## src/rtl/v9958_bus_bridge_pkg.sv

```systemverilog
// Shared VDP definitions: I/O port map, bridge FSM states and default decode bases.
`timescale 1ns/1ps
package v9958_bus_bridge_pkg;

  // vdp_constants: Z80 I/O ports of the V9958
  localparam logic [7:0] VDP_PORT_VRAM = 8'h98;
  localparam logic [7:0] VDP_PORT_CTRL = 8'h99;
  localparam logic [7:0] VDP_PORT_PAL  = 8'h9A;
  localparam logic [7:0] VDP_PORT_IREG = 8'h9B;
  localparam logic [7:0] AUX_PORT_LED  = 8'h9C;

  localparam logic [5:0] VDP_BASE_DEFAULT = 6'h26;
  localparam logic [5:0] AUX_BASE_DEFAULT = 6'h27;

  typedef enum logic [1:0] {
    ST_IDLE = 2'd0,
    ST_REQ  = 2'd1,
    ST_CAPT = 2'd2,
    ST_HOLD = 2'd3
  } bridge_state_e;

  // Decode group of a port: the four ports sharing A[7:2]
  function automatic logic [5:0] port_group(input logic [7:0] port);
    return port[7:2];
  endfunction

endpackage

```

## src/rtl/v9958_bus_bridge_strobe_sync.sv

```systemverilog
// N-stage synchronizer for an active-low Z80 strobe; resets to the inactive level.
`timescale 1ns/1ps
module strobe_sync #(
  parameter int N = 2
) (
  input  logic clk,
  input  logic reset_n,
  input  logic i_d,
  output logic o_q
);

  logic [N-1:0] r_sync;

  // Shift the raw strobe through N flops
  always_ff @(posedge clk or negedge reset_n) begin
    if (!reset_n) r_sync <= '1;
    else          r_sync <= {r_sync[N-2:0], i_d};
  end

  assign o_q = r_sync[N-1];

endmodule

```

## src/rtl/v9958_bus_bridge.sv

```systemverilog
// Z80 I/O bus to VDP/aux bridge: synchronizes strobes, decodes A[7:2] and issues
// one-clk requests; read data is held on the pad until the strobes release.
`timescale 1ns/1ps
module v9958_bus_bridge
  import v9958_bus_bridge_pkg::*;
#(
  parameter logic [5:0] VDP_BASE    = VDP_BASE_DEFAULT,
  parameter logic [5:0] AUX_BASE    = AUX_BASE_DEFAULT,
  parameter int         SYNC_STAGES = 2
) (
  input  logic       clk,
  input  logic       reset_n,
  input  logic [5:0] A,
  input  logic       iorq_n,
  input  logic       rd_n,
  input  logic       wr_n,
  input  logic [7:0] cd_in,
  output logic [7:0] cd_out,
  output logic       cd_oe,
  output logic       cs_n,
  output logic       vdp_req,
  output logic       aux_req,
  output logic       io_wr,
  output logic [7:0] io_wdata,
  input  logic [7:0] vdp_rdata,
  input  logic [7:0] aux_rdata
);

  logic w_iorq_n, w_rd_n, w_wr_n;
  logic w_rd_act, w_wr_act, w_cyc_act, w_cyc_seen, w_settled, w_start;
  logic w_vdp_hit, w_aux_hit, w_hit, w_go_req;
  logic [SYNC_STAGES-1:0] r_settle;
  logic r_cyc_q1, r_cyc_q2, r_wr_q1, r_sel_vdp;
  logic [7:0] r_cd_out, r_io_wdata;
  logic r_cd_oe, r_cs_n, r_vdp_req, r_aux_req, r_io_wr;
  bridge_state_e r_state, w_next;

  strobe_sync #(.N(SYNC_STAGES)) u_sync_iorq (.clk(clk), .reset_n(reset_n), .i_d(iorq_n), .o_q(w_iorq_n));
  strobe_sync #(.N(SYNC_STAGES)) u_sync_rd   (.clk(clk), .reset_n(reset_n), .i_d(rd_n),   .o_q(w_rd_n));
  strobe_sync #(.N(SYNC_STAGES)) u_sync_wr   (.clk(clk), .reset_n(reset_n), .i_d(wr_n),   .o_q(w_wr_n));

  assign w_rd_act  = ~w_iorq_n & ~w_rd_n &  w_wr_n;
  assign w_wr_act  = ~w_iorq_n & ~w_wr_n &  w_rd_n;
  assign w_cyc_act = w_rd_act | w_wr_act;

  // Until the synchronizers hold real pad samples after reset, treat the bus as busy
  // so strobes already active at release never look like a fresh rising edge.
  assign w_settled  = r_settle[SYNC_STAGES-1];
  assign w_cyc_seen = w_settled ? w_cyc_act : 1'b1;
  assign w_start    = r_cyc_q1 & ~r_cyc_q2;

  assign w_vdp_hit = (A == VDP_BASE);
  assign w_aux_hit = (A == AUX_BASE) & ~w_vdp_hit;
  assign w_hit     = w_vdp_hit | w_aux_hit;
  assign w_go_req  = (r_state == ST_IDLE) & w_start & w_hit;

  // Post-reset settle shifter and registered cycle-edge detector
  always_ff @(posedge clk or negedge reset_n) begin
    if (!reset_n) begin
      r_settle <= '0;
      r_cyc_q1 <= 1'b1;
      r_cyc_q2 <= 1'b1;
      r_wr_q1  <= 1'b0;
    end else begin
      r_settle <= {r_settle[SYNC_STAGES-2:0], 1'b1};
      r_cyc_q1 <= w_cyc_seen;
      r_cyc_q2 <= r_cyc_q1;
      r_wr_q1  <= w_wr_act;
    end
  end

  // State register
  always_ff @(posedge clk or negedge reset_n) begin
    if (!reset_n) r_state <= ST_IDLE;
    else          r_state <= w_next;
  end

  // Next-state decode
  always_comb begin
    w_next = r_state;
    case (r_state)
      ST_IDLE: begin
        if (w_start) w_next = w_hit ? ST_REQ : ST_HOLD;
        else         w_next = ST_IDLE;
      end
      ST_REQ:  w_next = r_io_wr ? ST_HOLD : ST_CAPT;
      ST_CAPT: w_next = ST_HOLD;
      ST_HOLD: begin
        if (!w_cyc_act) w_next = ST_IDLE;
        else            w_next = ST_HOLD;
      end
      default: w_next = ST_IDLE;
    endcase
  end

  // Registered outputs, driven from the transition being taken
  always_ff @(posedge clk or negedge reset_n) begin
    if (!reset_n) begin
      r_vdp_req  <= 1'b0;
      r_aux_req  <= 1'b0;
      r_io_wr    <= 1'b0;
      r_io_wdata <= 8'h00;
      r_sel_vdp  <= 1'b0;
      r_cs_n     <= 1'b1;
      r_cd_oe    <= 1'b0;
      r_cd_out   <= 8'h00;
    end else begin
      r_vdp_req <= w_go_req & w_vdp_hit;
      r_aux_req <= w_go_req & w_aux_hit;
      if (w_go_req) begin
        r_io_wr    <= r_wr_q1;
        r_io_wdata <= cd_in;
        r_sel_vdp  <= w_vdp_hit;
      end
      if (w_next == ST_IDLE) r_cs_n <= 1'b1;
      else if (w_go_req)     r_cs_n <= 1'b0;
      if (w_next == ST_IDLE)                            r_cd_oe <= 1'b0;
      else if (r_state == ST_REQ && w_next == ST_CAPT)  r_cd_oe <= 1'b1;
      // Sampled again in CAPT, once the target has had a full clk to respond
      if (r_state == ST_REQ || r_state == ST_CAPT)
        r_cd_out <= r_sel_vdp ? vdp_rdata : aux_rdata;
    end
  end

  assign cd_out   = r_cd_out;
  assign cd_oe    = r_cd_oe;
  assign cs_n     = r_cs_n;
  assign vdp_req  = r_vdp_req;
  assign aux_req  = r_aux_req;
  assign io_wr    = r_io_wr;
  assign io_wdata = r_io_wdata;

endmodule

```

## config.mk

```make
export PLATFORM = sky130hd
export DESIGN_NAME = v9958_bus_bridge
export DESIGN_NICKNAME = d
export VERILOG_FILES = /design/src/rtl/v9958_bus_bridge_pkg.sv /design/src/rtl/v9958_bus_bridge_strobe_sync.sv /design/src/rtl/v9958_bus_bridge.sv
export SDC_FILE = /design/constraint.sdc
export NUM_CORES = 1
export LEC_CHECK = 0
export ABC_AREA = 1
export ABC_CLOCK_PERIOD_IN_PS = 3650
export BUFFER_PORTS_ARGS = -buffer_cell sky130_fd_sc_hd__buf_2
export CAP_MARGIN = 5
export CORE_ASPECT_RATIO = 1.1
export CORE_MARGIN = 8
export CORE_UTILIZATION = 36
export DETAILED_ROUTE_END_ITERATION = 10
export GPL_TIMING_DRIVEN = 1
export MAX_ROUTING_LAYER = met4
export PLACE_DENSITY_LB_ADDON = 0.08
export SLEW_MARGIN = 0
export SYNTH_ARGS = -nofsm -noshare
export SYNTH_HDL_FRONTEND = slang
export SYNTH_SLANG_ARGS = --single-unit
```

## constraint.sdc

```tcl
create_clock -name clk -period 3.65 [get_ports clk]
set_input_delay 0.1825 -clock clk [delete_from_list [all_inputs] [get_ports clk]]
set_output_delay 0.1825 -clock clk [all_outputs]
set_load 0.02 [all_outputs]
```

# Word-level counts from Yosys, hierarchy flattened
# Index checks and enable logic that the tools add are counted.
classes:
  eq_ne: 6
  muxes: 11
  bitwise_logic: 17
  reduce_logical: 6
ops:
  columns: ["op", "n"]
  rows:
  - ["equality test 6 bit, second input constant", 2]
  - ["AND 1 bit", 10]
  - ["2-to-1 mux 8 bit", 1]
  - ["one-hot mux 2 bit (4 select lines)", 1]
  - ["equality test 2 bit, second input constant", 3]
  - ["2-to-1 mux 1 bit", 6]
  - ["2-to-1 mux 2 bit", 3]
  - ["inverter 1 bit", 5]
  - ["zero test 2 bit", 2]
  - ["nonzero test 2 bit", 2]
  - ["equality test 2 x 1 -> 1 bit, second input constant", 1]
  - ["OR 1 bit", 2]
  - ["logical AND 1 bit", 1]
  - ["logical OR 1 bit", 1]
totals:
  regBits: 35
  out_inout_bits: 21
  wordCells: 56

# Depth between registers and ports, before layout
depth:
  ltp_word: 11
  depth_mapped: 9

# Cells and area by module
# Synthesis repeated with hierarchy kept, for this count alone.
unflattened:
  cells_unflattened: 147
  hier_area_um2: 1470.2
modules_own_cells:
  columns: ["mod", "n_inst", "cells_per_inst", "area_each_um2"]
  rows:
  - ["v9958_bus_bridge", 1, 141, 1312.5]
  - ["strobe_sync", 3, 2, 52.6]

# Worst setup path before layout
# No wires, ideal clock.
synth_path:
  path_type: "register -> register"
  from: "reg r_state[0]"
  to: "reg r_cd_out[6] (netlist: cd_out[6])"
  setup_time_ps: 82
  arrival_ps: 1264
  slack_ps: 2304
  stages_incl_launch_ff: 7
  path_buffers: 2
  cell_sequence: "dfrtp_1 -> inv_1 -> ha_1 -> clkbuf_1 -> buf_2 -> nor2_1 -> a31oi_1"
synth_via:
  elab_chain_len: 2
synth_rtl:
  columns: ["element", "line_no", "rtl"]
  rows:
  - ["start: declaration", "v9958_bus_bridge.sv:36", "bridge_state_e r_state, w_next;"]
  - ["start signal: assignment", "v9958_bus_bridge.sv:75", "else r_state <= w_next;"]
  - ["equality test 2 x 1 -> 1 bit or equality test 2 bit (tied branches)", "v9958_bus_bridge.sv:120", "if (r_state == ST_REQ || r_state == ST_CAPT)"]
  - ["logical OR 1 bit (*)", "v9958_bus_bridge.sv:120", null]
  - ["end signal: assignment", "v9958_bus_bridge.sv:121", "r_cd_out <= r_sel_vdp ? vdp_rdata : aux_rdata;"]
  - ["end: declaration", "v9958_bus_bridge.sv:34", "logic [7:0] r_cd_out, r_io_wdata;"]
# Every way passes the cells marked *; elsewhere a longest branch is shown, timed or not.
# A chain may end at the register's enable or synchronous reset.

# Worst setup path in the final report
layout_path:
  from: "reg r_state[0]"
  to: "reg r_io_wdata[1] (netlist: io_wdata[1])"
layout_via:
  elab_chain_len: 3
layout_rtl:
  columns: ["element", "line_no", "rtl"]
  rows:
  - ["zero test 2 bit", "v9958_bus_bridge.sv:55", "assign w_go_req = (r_state == ST_IDLE) & w_start & w_hit;"]
  - ["AND 1 bit (2 in series)", "v9958_bus_bridge.sv:55", null]
  - ["end signal: assignment", "v9958_bus_bridge.sv:112", "r_io_wdata <= cd_in;"]
  - ["end: declaration", "v9958_bus_bridge.sv:34", null]
# No other way between the ends.

==> report_table.html <==
<table>
<tr><th>Metric</th><th>Value</th></tr>
<tr><th colspan="2">Route</th></tr>
<tr><td>DRC</td><td>0</td></tr>
<tr><td>Via density</td><td>roughly 4.4</td></tr>
<tr><td>First-iteration detailed-routing DRC count</td><td>58</td></tr>
<tr><td>DR pass1 iterations</td><td>4</td></tr>
<tr><td>Routed via count</td><td>between 1000 and 1500</td></tr>
<tr><td>Number of nets with antenna violations after detailed routing</td><td>0</td></tr>
<tr><td>Post-detailed-routing wire length</td><td>3030 um</td></tr>
<tr><td>Wire length per cell</td><td>11.6 um</td></tr>
<tr><th colspan="2">Synth</th></tr>
<tr><td>Number of different library cells in the post-synthesis netlist</td><td>18</td></tr>
<tr><td>Synthesized cell area</td><td>0.00147 sq mm</td></tr>
<tr><td>Register area share after synthesis</td><td>around three fifths</td></tr>
<tr><td>Number of storage elements in the synthesis netlist</td><td>35</td></tr>
<tr><td>Synth warn</td><td>0</td></tr>
<tr><td>Net count after synthesis</td><td>between 150 and 200</td></tr>
<tr><td>Synthesized area per cell</td><td>10.0 sq um</td></tr>
<tr><td>Gate Count Post-Synth</td><td>about 150</td></tr>
<tr><th colspan="2">Place</th></tr>
<tr><td>Weighted congestion reported at the end of routability-driven placement</td><td>0.710</td></tr>
<tr><td>Total of buffers placed on input and output ports</td><td>between 50 and 60</td></tr>
<tr><td>Hpwl dp</td><td>~2400 um</td></tr>
<tr><td>Number of instances in the placed design</td><td>around 250</td></tr>
<tr><td>Dpl cell area</td><td>between 0.0015 and 0.002 sq mm</td></tr>
<tr><th colspan="2">Power</th></tr>
<tr><td>Worst ir drop on vdd</td><td>between 0.0002 and 0.0003 V</td></tr>
<tr><td>Leak</td><td>between 0.001 and 0.0015 uW</td></tr>
<tr><td>Power density cells</td><td>approximately 650 mW/mm^2</td></tr>
<tr><th colspan="2">Status</th></tr>
<tr><td>Run status</td><td>completed</td></tr>
<tr><th colspan="2">Timing</th></tr>
<tr><td>Setup Skew</td><td>slightly above 0.007 ns</td></tr>
<tr><td>Final number of max-transition violations</td><td>0</td></tr>
<tr><td>Final Cycle Share</td><td>a little under half</td></tr>
<tr><td>Fmax</td><td>between 500 and 600 MHz</td></tr>
<tr><td>Final hold violations</td><td>0</td></tr>
<tr><td>Post-layout min period</td><td>between 1.5 and 2 ns</td></tr>
<tr><td>Final-report setup violation count</td><td>0</td></tr>
<tr><td>Worst slew margin relative to its limit</td><td>50.0%</td></tr>
<tr><td>RSZ-0062 raised after global routing</td><td>false</td></tr>
<tr><td>Total Neg Setup Slack</td><td>0 ns</td></tr>
<tr><td>Slew at the pin closest to its max-slew limit</td><td>around 0.75 ns</td></tr>
<tr><td>Post-Route Hold Slack</td><td>roughly 0.084 ns</td></tr>
<tr><th colspan="2">Critical path</th></tr>
<tr><td>Data arrival time at the worst-slack endpoint</td><td>approximately 1.8 ns</td></tr>
<tr><td>Nature of the critical path startpoint</td><td>flip-flop</td></tr>
<tr><td>Critical path fanouts, max</td><td>23</td></tr>
<tr><td>Critical path type</td><td>flip-flop to flip-flop</td></tr>
<tr><td>Crit. End Element</td><td>flip-flop</td></tr>
<tr><td>Required time of the critical path</td><td>roughly 3.8 ns</td></tr>
<tr><th colspan="2">Clocking</th></tr>
<tr><td>Maximum level of the CTS H-tree</td><td>2</td></tr>
<tr><td>TritonCTS Buffers</td><td>5</td></tr>
<tr><td>Post-CTS setup buffer count</td><td>0</td></tr>
<tr><td>Register clock-pin slew on the reported worst setup and hold paths</td><td>about 0.07 ns</td></tr>
<tr><td>Number of instances resized during post-cts repair</td><td>0</td></tr>
<tr><td>Clock latency reported for the late side of the worst-skew pair</td><td>0.28 ns</td></tr>
<tr><td>Worst-case clock buffer depth</td><td>2</td></tr>
<tr><td>Root buffer cell</td><td>clkbuf_8</td></tr>
<tr><td>TritonCTS clock tree</td><td>yes</td></tr>
<tr><td>TritonCTS Sinks</td><td>35</td></tr>
<tr><th colspan="2">Global routing</th></tr>
<tr><td>Total grt overflow</td><td>0</td></tr>
<tr><td>Initial antenna violation count</td><td>0</td></tr>
<tr><td>First-pass GRT wire length</td><td>roughly 5300 um</td></tr>
<tr><td>Overall global routing resource usage</td><td>approximately a tenth</td></tr>
<tr><td>Largest net degree at the start of global routing</td><td>36</td></tr>
<tr><td>Number of global-route vias before repair</td><td>~1200</td></tr>
<tr><th colspan="2">Cells and area</th></tr>
<tr><td>Layout cells sized above 1</td><td>about two fifths</td></tr>
<tr><td>Final instance area</td><td>around 0.0019 sq mm</td></tr>
<tr><td>FILL cells</td><td>~400</td></tr>
<tr><td>Non-filler instance count after layout</td><td>261</td></tr>
<tr><td>Inserted Diodes</td><td>0</td></tr>
<tr><td>Net total in the final layout</td><td>248</td></tr>
<tr><td>Area Growth Syn to Fin</td><td>30.5%</td></tr>
<tr><td>Core Util, Final</td><td>approximately 50%</td></tr>
<tr><th colspan="2">Die</th></tr>
<tr><td>Placeable core region</td><td>about 0.0039 sq mm</td></tr>
<tr><td>Die Area</td><td>around 0.0064 sq mm</td></tr>
<tr><td>Die width</td><td>76.9 um</td></tr>
<tr><td>Die boundary height</td><td>between 80 and 90 um</td></tr>
<tr><td>I/O pin total</td><td>56</td></tr>
<tr><td>Starting density of the core</td><td>37.4%</td></tr>
<tr><td>Number of standard-cell rows in the floorplan</td><td>24</td></tr>
<tr><th colspan="2">Worst hold path</th></tr>
<tr><td>Hold Crit Class</td><td>input port to flip-flop</td></tr>
<tr><th colspan="2">Job</th></tr>
<tr><td>Number of max-cap violations</td><td>0</td></tr>
</table>
-- registers in the layout, summed over array words and instances (netlist names) --
name                count
r_sel_vdp               1
u_sync_rd.r_sync        2
u_sync_wr.r_sync        2
r_cyc_q2                1
r_settle                2
cd_oe                   1
io_wdata                8
r_cyc_q1                1
r_wr_q1                 1
vdp_req                 1
r_state                 2
aux_req                 1
cd_out                  8
cs_n                    1
u_sync_iorq.r_sync      2
io_wr                   1
-- placed cells by master, fill, tap and decap left out --
cell           instances
nor2_1                11
o21ai_0                1
nand2_1               39
dfstp_2                9
clkinvlp_4             1
nand3_2                1
dfrtp_1               26
ha_1                   5
inv_1                 23
nand3_1                5
clkbuf_8               7
nand4_2                1
buf_2                 55
o21ai_2               10
dlygate4sd3_1          4
conb_1                 1
a31oi_1                8
nor3_2                 1
nand4_1                1
-- layer usage --
| layer | share of wire [%] | global-route usage, % |
|---|---|---|
| met5 | 0 | - |
| met4 | 0.33 | 3.68 |
| met3 | 6.7 | 4.20 |
| met2 | 48 | 16.8 |
| met1 | 44 | 10.8 |
-- Yosys cell counts --
library cell  count  area share, %
nor2_1           11            2.8
buf_2             2           0.68
buf_6             2            1.5
dfstp_2           9             16
dfrtp_1          26             44
nand3_1           5            1.7
nand2_1          39             10
nand4_2           1           0.85
nor3_2            1           0.68
nand4_1           1           0.43
a31oi_1           8            3.4
ha_1              5            4.3
conb_1            1           0.26
o21ai_0           1           0.34
o21ai_2          10            6.0
clkbuf_1          1           0.26
nand3_2           1           0.68
inv_1            23            5.9
-- area by class of cell --
| class | count | area, sq um | area share [%] |
|---|---|---|---|
| sequential | 35 | 887 | 46.2 |
| multi-input combinational | 84 | 460 | 24.0 |
| timing repair buffer | 59 | 315 | 16.4 |
| clock buffer | 7 | 96.3 | 5.02 |
| inverter | 23 | 86.3 | 4.50 |
| tap | 52 | 65.1 | 3.39 |
| clock inverter | 1 | 7.51 | 0.391 |
-- critical path, stage by stage (launching register included) --
cell	delay [ns]
dfrtp_1	0.40
inv_1	0.11
ha_1	0.17
nand4_2	0.54
nand2_1	0.26
o21ai_2	0.07
-- where the power goes --
part / total, uW / internal, uW / switching, uW / leakage (uW)
sequential: 523 / 476 / 47.2 / 0.000423
clock: 303 / 171 / 132 / 0.0000505
combinational: 422 / 153 / 269 / 0.000565
-- path summary, 6_finish.rpt --
| check | from | end | slack, ns | cells after the start |
|---|---|---|---|---|
| hold reg to reg | r_settle[0] | r_settle[1] | 0.35 | 0 |
| max in group asynchronous | reset_n | io_wdata[5] | 2.67 | 2 |
| setup / recovery | r_state[0] | io_wdata[1] | 1.97 | 5 |
| hold / removal | A[0] | vdp_req | 0.08 | 2 |
| setup reg to reg | r_state[0] | io_wdata[1] | 1.97 | 5 |
| min in group asynchronous | reset_n | cd_out[2] | 0.50 | 2 |
-- repair_timing --
| item | in CTS | in global routing |
|---|---|---|
| hold buffers | 4 | 0 |
| setup endpoints to repair | 0 | 0 |
| endpoints found under the hold margin | 24 | 0 |
-- metrics by stage --
step,setup WS (ns),power [uW]
floorplan,2.30,820
global placement,2.05,945
detailed placement,1.94,959
CTS,1.95,1270
global route,1.81,1350
finish,1.97,1250
-- cells by family (layout without fill, tap and decap cells) --
| logic type | after synthesis | count (layout) | share of synthesized area [%] |
|---|---|---|---|
| other | 1 | 1 | 0.255 |
| adder cells (fa/ha/maj) | 5 | 5 | 4.26 |
| AO/OA/AOI/OAI | 19 | 19 | 9.70 |
| AND/OR/NAND/NOR | 59 | 59 | 17.1 |
| buffers and inverters | 28 | 90 | 8.34 |
| flip-flops | 35 | 35 | 60.3 |
Power figures use the tool's default switching activity.
